**src/rtl/keypad_emulator.sv**
```systemverilog
// Responder side of a 4x4 matrix keypad: returns the column a closed switch would
// drive for the scanned row, with programmable contact bounce on press and release.
module keypad_emulator #(
  parameter int BOUNCE_PULSES = 2,
  parameter int BOUNCE_CYCLES = 3,
  parameter int HOLD_W        = 16
) (
  input  logic              clk,
  input  logic              reset,
  input  logic              cmd_valid,
  output logic              cmd_ready,
  input  logic [3:0]        cmd_key,
  input  logic [HOLD_W-1:0] cmd_hold,
  input  logic [3:0]        row,
  output logic [3:0]        col,
  output logic              busy,
  output logic              done
);

  localparam int BW = $clog2(BOUNCE_CYCLES + 1);
  localparam int CW = (HOLD_W > BW) ? HOLD_W : BW;
  localparam int PW = $clog2(BOUNCE_PULSES + 2);
  localparam logic [CW-1:0] B_LAST = CW'(BOUNCE_CYCLES - 1);
  localparam logic [PW-1:0] P_LAST = PW'((BOUNCE_PULSES > 0) ? BOUNCE_PULSES - 1 : 0);
  localparam bit CLEAN = (BOUNCE_PULSES == 0);

  typedef enum logic [1:0] {IDLE, PRESS_BOUNCE, HELD, RELEASE_BOUNCE} state_t;

  state_t            state, state_n;
  logic              contact, contact_n;
  logic              done_n;
  logic              phase, phase_n;
  logic [CW-1:0]     cnt, cnt_n;
  logic [PW-1:0]     pulse, pulse_n;
  logic [3:0]        key, key_n;
  logic [HOLD_W-1:0] hold, hold_n;

  // Hold of 0 behaves as 1, so the terminal count is h-1 clamped at 0.
  function automatic logic [CW-1:0] hold_last(input logic [HOLD_W-1:0] h);
    return (h == '0) ? '0 : CW'(h - HOLD_W'(1));
  endfunction

  always_ff @(posedge clk or negedge reset) begin
    if (!reset) begin
      state   <= IDLE;
      contact <= 1'b0;
      done    <= 1'b0;
      phase   <= 1'b0;
      cnt     <= '0;
      pulse   <= '0;
      key     <= '0;
      hold    <= '0;
    end else begin
      state   <= state_n;
      contact <= contact_n;
      done    <= done_n;
      phase   <= phase_n;
      cnt     <= cnt_n;
      pulse   <= pulse_n;
      key     <= key_n;
      hold    <= hold_n;
    end
  end

  always_comb begin
    state_n   = state;
    contact_n = contact;
    done_n    = 1'b0;
    phase_n   = phase;
    cnt_n     = cnt;
    pulse_n   = pulse;
    key_n     = key;
    hold_n    = hold;
    case (state)
      IDLE: begin
        if (cmd_valid) begin
          key_n     = cmd_key;
          hold_n    = cmd_hold;
          contact_n = 1'b1;
          phase_n   = 1'b0;
          pulse_n   = P_LAST;
          if (CLEAN) begin
            state_n = HELD;
            cnt_n   = hold_last(cmd_hold);
          end else begin
            state_n = PRESS_BOUNCE;
            cnt_n   = B_LAST;
          end
        end
      end
      PRESS_BOUNCE: begin
        if (cnt != '0) begin
          cnt_n = cnt - CW'(1);
        end else begin
          cnt_n = B_LAST;
          if (!phase) begin
            phase_n   = 1'b1;
            contact_n = 1'b0;
          end else if (pulse != '0) begin
            pulse_n   = pulse - PW'(1);
            phase_n   = 1'b0;
            contact_n = 1'b1;
          end else begin
            state_n   = HELD;
            cnt_n     = hold_last(hold);
            contact_n = 1'b1;
            phase_n   = 1'b0;
          end
        end
      end
      HELD: begin
        if (cnt != '0) begin
          cnt_n = cnt - CW'(1);
        end else begin
          contact_n = 1'b0;
          if (CLEAN) begin
            state_n = IDLE;
            done_n  = 1'b1;
          end else begin
            state_n = RELEASE_BOUNCE;
            cnt_n   = B_LAST;
            phase_n = 1'b0;
            pulse_n = P_LAST;
          end
        end
      end
      RELEASE_BOUNCE: begin
        if (cnt != '0) begin
          cnt_n = cnt - CW'(1);
        end else begin
          cnt_n = B_LAST;
          // phase 0 is the open half, phase 1 the closed half of each bounce
          if (!phase) begin
            phase_n   = 1'b1;
            contact_n = 1'b1;
          end else if (pulse != '0) begin
            pulse_n   = pulse - PW'(1);
            phase_n   = 1'b0;
            contact_n = 1'b0;
          end else begin
            state_n   = IDLE;
            contact_n = 1'b0;
            done_n    = 1'b1;
            cnt_n     = '0;
            phase_n   = 1'b0;
          end
        end
      end
      default: state_n = IDLE;
    endcase
  end

  always_comb begin
    col = '0;
    if (contact && row[key[3:2]]) col[key[1:0]] = 1'b1;
  end

  assign cmd_ready = (state == IDLE);
  assign busy      = (state != IDLE);

endmodule

```
**config.mk**
```make
export PLATFORM = sky130hd
export DESIGN_NAME = keypad_emulator
export DESIGN_NICKNAME = d
export VERILOG_FILES = /design/src/rtl/keypad_emulator.sv
export SDC_FILE = /design/constraint.sdc
export NUM_CORES = 1
export LEC_CHECK = 0
export CAP_MARGIN = 20
export CORE_MARGIN = 3
export CORE_UTILIZATION = 35
export CTS_BUF_LIST = sky130_fd_sc_hd__clkbuf_16
export DETAILED_ROUTE_END_ITERATION = 8
export PLACE_DENSITY_LB_ADDON = 0.15
export SLEW_MARGIN = 5
export SYNTH_ARGS = -nofsm -noshare
export SYNTH_HDL_FRONTEND = slang
export SYNTH_SLANG_ARGS = --single-unit
```
**constraint.sdc**
```tcl
create_clock -name clk -period 5.19 [get_ports clk]
set_input_delay 0.519 -clock clk [delete_from_list [all_inputs] [get_ports clk]]
set_output_delay 0.519 -clock clk [all_outputs]
set_load 0.02 [all_outputs]
```
### Word-level counts from Yosys, hierarchy flattened

Index checks and enable logic that the tools add are counted.

| cells by class | value |
|---|---|
| $add $sub $neg | 3 |
| magnitude comparators | 3 |
| equality and inequality tests | 14 |
| multiplexer cells | 42 |
| reduce and logical (&&, ||, !) cells | 13 |

Operators by type and width:

| operator | number |
|---|---|
| $mux W16 | 7 |
| $pmux W16 S4 | 1 |
| $sub A16 B1 Y16 const B | 2 |
| $mux W2 | 14 |
| $ne A2 B2 Y1 const B | 9 |
| $logic_not A16 Y1 | 1 |
| $reduce_bool A16 Y1 | 1 |
| $mux W1 | 13 |
| $pmux W2 S4 | 1 |
| $reduce_and A8 Y1 | 1 |
| $lt A2 B3 Y1 const B | 2 |
| $pmux W2 S3 | 1 |
| $reduce_and A5 Y1 | 1 |
| $eq A2 B2 Y1 const B | 2 |
| $mux W4 | 1 |
| $ne A2 B1 Y1 const B | 2 |
| $pmux W1 S4 | 1 |
| $reduce_and A4 Y1 | 1 |
| $reduce_bool A2 Y1 | 2 |
| $pmux W1 S3 | 1 |
| $reduce_and A3 Y1 | 1 |
| $bmux W1 S2 | 1 |
| $demux W1 S2 | 1 |
| $eq A2 B1 Y1 const B | 1 |
| other kinds (6) | 7 |

| storage, ports and cells | value |
|---|---|
| flip-flop bits (word level) | 43 |
| input port bits | 27 |
| output and inout port bits | 7 |
| logic and storage cells | 83 |

### Logic depth before layout (Yosys ltp)

Gate-level depths: netlist (run 1).

| logic depth | value |
|---|---|
| word-level depth | 6 |
| depth in mapped cells | 9 |
| gate-level depth less buffers | 8 |

### Least setup slack after synthesis (run 1)

OpenSTA, ideal clock, no wires.

| timing path | value |
|---|---|
| path kind | register -> register |
| start point | reg cnt[0] |
| end point | reg state[1] |
| setup time | 0.128 ns |
| data arrival time | 2.119 ns |
| data required time | 5.062 ns |
| setup slack | 2.943 ns |
| cell stages (with the launch flop) | 9 |
| buffers on the path | 0 |
| period minus slack after synthesis | 2.247 ns |
| cells stage by stage | dfrtp_1 -> inv_1 -> ha_1 -> nor3b_1 -> nand3_1 -> o22ai_4 -> nand2_4 -> a21oi_2 -> mux2_1 |

| on the way | value |
|---|---|
| word-level cells in the longest chain between the ends | 3 |
| elaborated cells between the ends (all ways) | 5 |
| those cells by class | 3 x eq/ne; 2 x reduce/logical |

Ends and longest elaborated chain:

| item | line | text |
|---|---|---|
| from (decl) | 33 | `logic [CW-1:0] cnt, cnt_n;` |
| from (signal assigned) | 58 | `cnt <= cnt_n;` |
| $reduce_bool A16 Y1 (*) | 92, 112, 128 |  |
| $ne A2 B2 Y1 (no line) | n/a |  |
| $reduce_and A8 Y1 (no line) (*) | n/a |  |
| to (signal assigned) | 54 | `state <= state_n;` |
| to (decl) | 29 | `state_t state, state_n;` |

Every way passes the cells marked *; elsewhere a longest branch is shown, timed or not.
A chain may end at the register's enable or synchronous reset.

### Final worst setup path (run 1)

| timing path | value |
|---|---|
| start point | reg cnt[0] |
| end point | reg cnt[12] |

| on the way | value |
|---|---|
| word-level cells in the longest chain between the ends | 3 |
| elaborated cells between the ends (all ways) | 6 |
| those cells by class | 1 x add/sub; 4 x mux; 1 x reduce/logical |

Ends and longest elaborated chain:

| item | line | text |
|---|---|---|
| $sub A16 B1 Y16 or $reduce_bool A16 Y1 (tied branches) | n/a |  |
| $mux W16 (on tied branches) | 128, 112, 92 |  |
| $pmux W16 S4 (*) | 74 | `case (state)` |

Marks and branches as above.

==> results of run 1 <==
==> layout make-up <==
| class | count | share of cell area, % |
|---|---|---|
| sequential | 43 | 33.8 |
| timing repair buffer | 35 | 11.1 |
| tap | 96 | 3.78 |
| clock buffer | 5 | 3.93 |
| multi-input combinational | 200 | 45.5 |
| inverter | 11 | 1.30 |
| clock inverter | 3 | 0.629 |
==> report_power, final <==
group / switching, mW / internal [mW]
combinational: 0.554 / 0.470
clock: 0.137 / 0.178
sequential: 0.177 / 0.490
==> logic make-up after synthesis <==
| logic type | share of synthesized area (%) |
|---|---|
| simple gates | 20.3 |
| compound gates | 15.4 |
| flops | 41.5 |
| mux | 10.8 |
| buf+inv | 2.80 |
| xor+xnor | 5.40 |
| fa+ha+maj | 3.86 |
==> worst register-to-register path, delay by kind of cell (launching register included) <==
family | cells | cell delay, ns
AOI/OAI and AO/OA | 4 | 1.21
and+or+nand+nor | 2 | 0.70
DFF | 1 | 0.39
buffers and inverters | 1 | 0.12
adders and majority gates | 1 | 0.22
==> Yosys cell counts (all sizes together) (7+ instances only) <==
| cell | n | area [µm²] |
|---|---|---|
| nand2 | 20 | 82.6 |
| nand3 | 7 | 35.0 |
| dfrtp | 43 | 1080 |
| xnor2 | 8 | 70.1 |
| nor3 | 15 | 75.1 |
| nor2 | 19 | 81.3 |
| inv | 11 | 41.3 |
| mux2 | 22 | 248 |
| xor2 | 8 | 70.1 |
| nand2b | 8 | 50.1 |
| clkbuf | 7 | 26.3 |
| a21oi | 15 | 82.6 |
| o21ai | 18 | 90.1 |
| ha | 8 | 100 |
==> layer usage <==
layer / global-route usage [%] / vias up / part of all wire (%)
met1: 21.2 / 1015 / 48
met3: 3.36 / 7 / 4.6
met5: 0 / - / 0
met4: 3.71 / 0 / 0.96
li1: - / 1035 / -
met2: 22.7 / 39 / 47
==> through the flow <==
step	power (mW)	instance area [µm²]
detailed placement	1.69	3020
floorplan	1.43	2590
finish	2.00	3180
global route	2.18	3180
global placement	1.69	3020
CTS	2.02	3160
==> sequential cells by signal, indices dropped and copies added, names as in the netlist <==
name,cells
done,1
key,4
state,2
phase,1
contact,1
cnt,16
hold,16
pulse,2
==> path summary, 6_finish.rpt <==
| path | startpoint | to | slack, ns | cells after the start |
|---|---|---|---|---|
| hold reg to reg | pulse[0]$_DFFE_PN0P_ | pulse[0]$_DFFE_PN0P_ | 0.52 | 1 |
| setup / recovery | cnt[0]$_DFFE_PN0P_ | cnt[12]$_DFFE_PN0P_ | 2.43 | 8 |
| setup reg to reg | cnt[0]$_DFFE_PN0P_ | cnt[12]$_DFFE_PN0P_ | 2.43 | 8 |
| hold / removal | reset | cnt[9]$_DFFE_PN0P_ | 0.18 | 1 |
| max in group asynchronous | reset | state[1]$_DFFE_PN0P_ | 4.52 | 2 |
| min in group clk | pulse[0]$_DFFE_PN0P_ | pulse[0]$_DFFE_PN0P_ | 0.52 | 1 |
==> run summary, run 1 <==
TIMING
-------------------------------------------------------------------------------------
Final worst path period share                                                   53.2%
TNS Setup                                                                        0 ns
Unrepaired setup endpoints after global routing                                    no
Worst-case headroom to the max-slew limit                                       45.8%
Worst setup slack after layout                                                2.43 ns
Final hold violations                                                               0
Total count of max-transition violations in the final report                        0
Worst Tran Pin Value                                                         0.811 ns
Hold Slack                                                                   0.175 ns
Time the worst path needs with I/O delays and setup                           2.76 ns
Final-report setup violation count                                                  0
Peak clock frequency supported by timing                                    0.362 GHz
Worst clock skew                                                           0.00631 ns

POWER AND IR DROP
-------------------------------------------------------------------------------------
Leakage Power                                                                 1.24 nW
Power density normalized to cell area                                      630 nW/µm²
Worst vdd ir                                                               0.000219 V

ROUTE
-------------------------------------------------------------------------------------
Pre-antenna DRT Iters                                                               4
Via total after detailed routing                                                 2096
Count of unresolved DRC violations after routing                                    0
Via/cell ratio                                                                   5.33
Post-route ant nets                                                                 0
Initial drt markers                                                               129
Routed wirelength normalized by instance count                                15.1 µm
Total Routed Length                                                           5.92 mm

FINISH
-------------------------------------------------------------------------------------
Post-route insts no fill                                                          393
Multi-input combinational cell area                                          1450 µm²
Proportion of layout cells with a drive suffix above 1                          15.2%
Area used by sequential logic in the layout                                  1080 µm²
Layout overhead on the synthesized area                                         22.6%
# fillers                                                                         698
Core Util, Final                                                                45.6%
Diodes inserted                                                                     0
Highest-count cells in the layout ignoring fill and taps                 dfrtp_1, clkdlybuf4s50_1, mux2_2, nand2_1, nor2_1
# nets final                                                                      331
Most frequent standard cell in the layout excluding fill and tap cells        dfrtp_1

GRT
-------------------------------------------------------------------------------------
Vias in the first global route                                                   1984
Sum of overflow across all layers after global routing                              0
Total routing resource utilization after global routing                         14.9%
Global-route wire length before repair                                        10.1 mm
Maximum number of pins on one net before global-route repair                       44
Number of antenna violations at the first check in global routing                   0

PLACEMENT
-------------------------------------------------------------------------------------
Total placed cells including tap cells                                            384
Number of port buffers                                                             33
Final weighted congestion in routability-driven placement                       0.881
Half-perimeter wire length after detailed placement                           4.40 mm
Worst slack, placed                                                           2.47 ns

CLOCKING
-------------------------------------------------------------------------------------
Number of post-CTS setup repair buffers                                             0
Number of hold buffers added after CTS                                              0
Clock-pin slew of the registers on the worst-case setup and hold paths        0.07 ns
Number of CTS-inserted buffers                                                      5
Clock latency on the worst-skew pair                                          0.29 ns
Number of clock sinks seen by CTS                                                  43
TritonCTS clock tree                                                              yes
Number of resized instances in the post-cts repair step                             0
Buffers from clock root to sink, at most                                            2
CTS HTree Levels                                                                    2
Root Buffer                                                                 clkbuf_16

FLOORPLAN
-------------------------------------------------------------------------------------
Die extent in x                                                               92.1 µm
Core area                                                                    6980 µm²
Number of top-level pins                                                           34
Initial standard-cell utilization of the core                                   37.2%
Die area                                                                     8480 µm²
Number of rows in the core area                                                    30
Die Y                                                                         92.1 µm

SYNTHESIS
-------------------------------------------------------------------------------------
Async set-reset flop share out of synthesis                                      100%
Sequential share of the synthesized area                                        41.5%
Number of enable flip-flop cells after synthesis                                    0
Mean instance size in the synthesized netlist                                9.90 µm²
Count of yosys warnings during synthesis                                            0
Top_reg_cell synth                                                            dfrtp_1
Cell area after synthesis                                                    2590 µm²
Post-Synthesis Cells                                                              262
Number of register bits inferred by synthesis                                      43
Syn nets                                                                          297
Number of distinct library cells after synthesis                                   54

CRITICAL PATH
-------------------------------------------------------------------------------------
Cell family with most CP delay                                           compound AO/OA/AOI/OAI gates
Cell seen most often among critical-path stages                               o21ai_0
Worst setup EP type                                                         flip-flop
Delay of the slowest cell on the worst path                                   0.68 ns
Critical Path AT                                                              2.92 ns
Worst Setup Start Kind                                                      flip-flop
Slowest cell on the critical path                                             o21ai_1
Worst setup path class                                                        reg2reg
Buf/Inv on CP                                                                       1
Req. time, crit path                                                          5.34 ns
Max Fanout on Critical Path                                                        12
Worst path cell trace                                                    inv_1 > ha_1 > nor3b_1 > nand3_1 > o21ai_1 > o21ai_0 > a32oi_1 > o21ai_0

JOB
-------------------------------------------------------------------------------------
MaxCap Viol Count                                                                   0

WORST HOLD PATH
-------------------------------------------------------------------------------------
Type of the worst min-delay path                                             in2async

OUTCOME
-------------------------------------------------------------------------------------
Run status                                                               finished, final reports clean

Power figures use the tool's default switching activity.
==> inputs of run 2 (changes only) <==
==> constraint.sdc (replaced) <==
create_clock -name clk -period 2.2 [get_ports clk]
set_input_delay 0.22 -clock clk [delete_from_list [all_inputs] [get_ports clk]]
set_output_delay 0.22 -clock clk [all_outputs]
set_load 0.02 [all_outputs]
==> run 2 against run 1 <==
  * Sequential power grew 130%
  * Die area is the same
  * Largest cell class unchanged
  * Non-clock buffer count up 32
  * Setup slack worse by 2.4 ns
  * Via count is 5.5% higher
  * Register-to-register slack got worse by 2.4 ns
  * Final area rose by 9.0%
  * Count of clock-buffer cells in the layout unchanged
  * First-iteration DRC count increased by 7.8%
  * Maximum frequency increased by 29%
==> run summary, run 2 (synthesized netlist as in run 1, its figures left out) <==
OUTCOME
-------------------------------------------------------------------------------------
Run status                                                               finished, final reports clean

POWER AND IR DROP
-------------------------------------------------------------------------------------
Reported net switching power                                                  2.15 mW
Worst vdd ir                                                               0.000587 V
Combinational cell fraction of total power                                      54.9%
Power density normalized to cell area                                     1520 nW/µm²
Int Pwr                                                                       3.12 mW
Leakage Power                                                                 1.46 nW
Share of total power in sequential cells                                        29.2%
Share of total power consumed by net switching                                  40.8%
Portion of total power attributed to the clock network                          15.9%

ROUTE
-------------------------------------------------------------------------------------
Post-route ant nets                                                                 0
Via/cell ratio                                                                   5.21
Count of unresolved DRC violations after routing                                    0
Met2 wirelength from detailed routing                                         3.06 mm
Routed length on met1                                                         2.85 mm
Highest routed metal layer                                                       met4
Initial drt markers                                                               139
Total Routed Length                                                           6.29 mm
Routed wirelength normalized by instance count                                14.8 µm
Met3 Routed Length                                                             312 µm
Via total after detailed routing                                                 2211
Pre-antenna DRT Iters                                                               4

PLACEMENT
-------------------------------------------------------------------------------------
Worst slack, placed                                                         0.0538 ns
Number of port buffers                                                             33
Total cell area at the placement stage                                       3260 µm²
Half-perimeter wire length after detailed placement                           5.01 mm
Final weighted congestion in routability-driven placement                       0.925

FINISH
-------------------------------------------------------------------------------------
# nets final                                                                      363
Most frequent standard cell in the layout excluding fill and tap cells        dfrtp_1
Biggest registers after layout                                           cnt x16, hold x16, key x4
# fillers                                                                         698
Core Util, Final                                                                49.7%
Highest-count cells in the layout ignoring fill and taps                 dfrtp_1, buf_4, clkdlybuf4s50_1, mux2_2, nand2_1
Diodes inserted                                                                     0
Proportion of layout cells with a drive suffix above 1                          25.0%
Final design area excluding fillers                                          3470 µm²
Layout overhead on the synthesized area                                         33.7%

FLOORPLAN
-------------------------------------------------------------------------------------
Die extent in x                                                               92.1 µm
Die Y                                                                         92.1 µm
Initial standard-cell utilization of the core                                   37.2%
Core area                                                                    6980 µm²
Number of top-level pins                                                           34
Number of rows in the core area                                                    30
Die area                                                                     8480 µm²

CRITICAL PATH
-------------------------------------------------------------------------------------
Worst path cell trace                                                    or3_4 > or4_4 > o22ai_4 > nand2_4 > a21oi_2 > mux2_1
Req. time, crit path                                                          2.37 ns
Worst setup path class                                                        reg2reg
Max Fanout on Critical Path                                                         3
Worst setup EP type                                                         flip-flop
Critical Path AT                                                              2.31 ns
Delay of the slowest cell on the worst path                                   0.48 ns
Slowest cell on the critical path                                               or4_4
Worst Setup Start Kind                                                      flip-flop

JOB
-------------------------------------------------------------------------------------
MaxCap Viol Count                                                                   0

CLOCKING
-------------------------------------------------------------------------------------
Root Buffer                                                                 clkbuf_16
Number of clock sinks seen by CTS                                                  43
Clock latency on the worst-skew pair                                          0.29 ns
CTS HTree Levels                                                                    2
Clock-pin slew of the registers on the worst-case setup and hold paths        0.06 ns
TritonCTS clock tree                                                              yes
Buffers from clock root to sink, at most                                            2
Number of CTS-inserted buffers                                                      5

GRT
-------------------------------------------------------------------------------------
Global-route wire length before repair                                        10.9 mm
Vias in the first global route                                                   2252
Number of antenna violations at the first check in global routing                   0
Total routing resource utilization after global routing                         16.2%
Maximum number of pins on one net before global-route repair                       21
Sum of overflow across all layers after global routing                              0

TIMING
-------------------------------------------------------------------------------------
Time the worst path needs with I/O delays and setup                           2.14 ns
Worst-case headroom to the max-slew limit                                       67.8%
Final-report setup violation count                                                  0
Final hold violations                                                               0
Peak clock frequency supported by timing                                    0.467 GHz
Worst Tran Pin Value                                                         0.484 ns
TNS Setup                                                                        0 ns
Unrepaired setup endpoints after global routing                                   yes
Worst clock skew                                                           0.00560 ns
Total count of max-transition violations in the final report                        0
Final worst path period share                                                   97.4%
Worst setup slack after layout                                              0.0564 ns

WORST HOLD PATH
-------------------------------------------------------------------------------------
Type of the worst min-delay path                                             in2async

-- run 2: critical path: cells and delay by family (launching register included) --
| family | cells | cell delay [ns] |
|---|---|---|
| AND/OR/NAND/NOR | 3 | 0.96 |
| flip-flops | 1 | 0.38 |
| AO/OA/AOI/OAI | 2 | 0.36 |
| multiplexers | 1 | 0.33 |
-- run 2: final timing paths --
kind                            slack, ns              endpoint  depth (start not counted)                  from
worst max-delay path                 0.06  pulse[0]$_DFFE_PN0P_                          6   cnt[10]$_DFFE_PN0P_
worst min-delay path                 0.43    cnt[7]$_DFFE_PN0P_                          2                 reset
worst max register to register       0.06  pulse[0]$_DFFE_PN0P_                          6   cnt[10]$_DFFE_PN0P_
worst min register to register       0.52  pulse[0]$_DFFE_PN0P_                          1  pulse[0]$_DFFE_PN0P_
max in group asynchronous            1.21  hold[14]$_DFFE_PN0P_                          3                 reset
min in group clk                     0.52  pulse[0]$_DFFE_PN0P_                          1  pulse[0]$_DFFE_PN0P_
-- run 2: what timing repair did --
action / in CTS / in global routing
setup buffers: 0 / 0
setup endpoints to repair: 0 / 19
hold buffers: 1 / 0
gates resized for setup: 0 / 9
hold endpoints to repair: 18 / 0
-- run 2: power groups by stage --
stage | Clock, mW | Sequential (mW) | Combinational (mW)
floorplan | 0 | 1.48 | 1.89
global placement | 0 | 1.53 | 2.82
detailed placement | 0 | 1.54 | 2.83
CTS | 0.862 | 1.53 | 2.84
global route | 0.896 | 1.61 | 3.22
finish | 0.837 | 1.54 | 2.89
-- run 2: area by class of cell --
class                           count  area, µm²  area share (%)
Inverter                           11       41.3            1.19
Multi-Input combinational cell    200       1480            42.6
Clock buffer                        5        125            3.61
Clock inverter                      2       37.5            1.08
Sequential cell                    43       1080            31.0
Timing Repair Buffer               67        591            17.0
Tap cell                           96        120            3.46
-- run 2: stage by stage --
stage               hold WS (ns)  total power [mW]  instances
floorplan                -0.0756              3.37        262
global placement           0.218              4.35        416
detailed placement         0.216              4.38        416
CTS                        0.461              5.24        424
global route               0.481              5.72        424
finish                     0.429              5.27        424
-- run 2: per-layer routing --
layer / global-route usage [%] / vias to the layer above
li1: - / 1092
met1: 20.8 / 1066
met2: 27.1 / 48
met3: 4.43 / 5
met4: 3.71 / 0
met5: 0 / -
==> inputs of run 3 (changes only) <==
--- a/config.mk
+++ b/config.mk
@@ -10,6 +10,7 @@
 export CORE_UTILIZATION = 35
 export CTS_BUF_LIST = sky130_fd_sc_hd__clkbuf_16
 export DETAILED_ROUTE_END_ITERATION = 8
+export GPL_TIMING_DRIVEN = 1
 export PLACE_DENSITY_LB_ADDON = 0.15
 export SLEW_MARGIN = 5
 export SYNTH_ARGS = -nofsm -noshare
==> results of run 3 <==
Same layout as run 2: the final DEF is identical, and so are final timing and power.
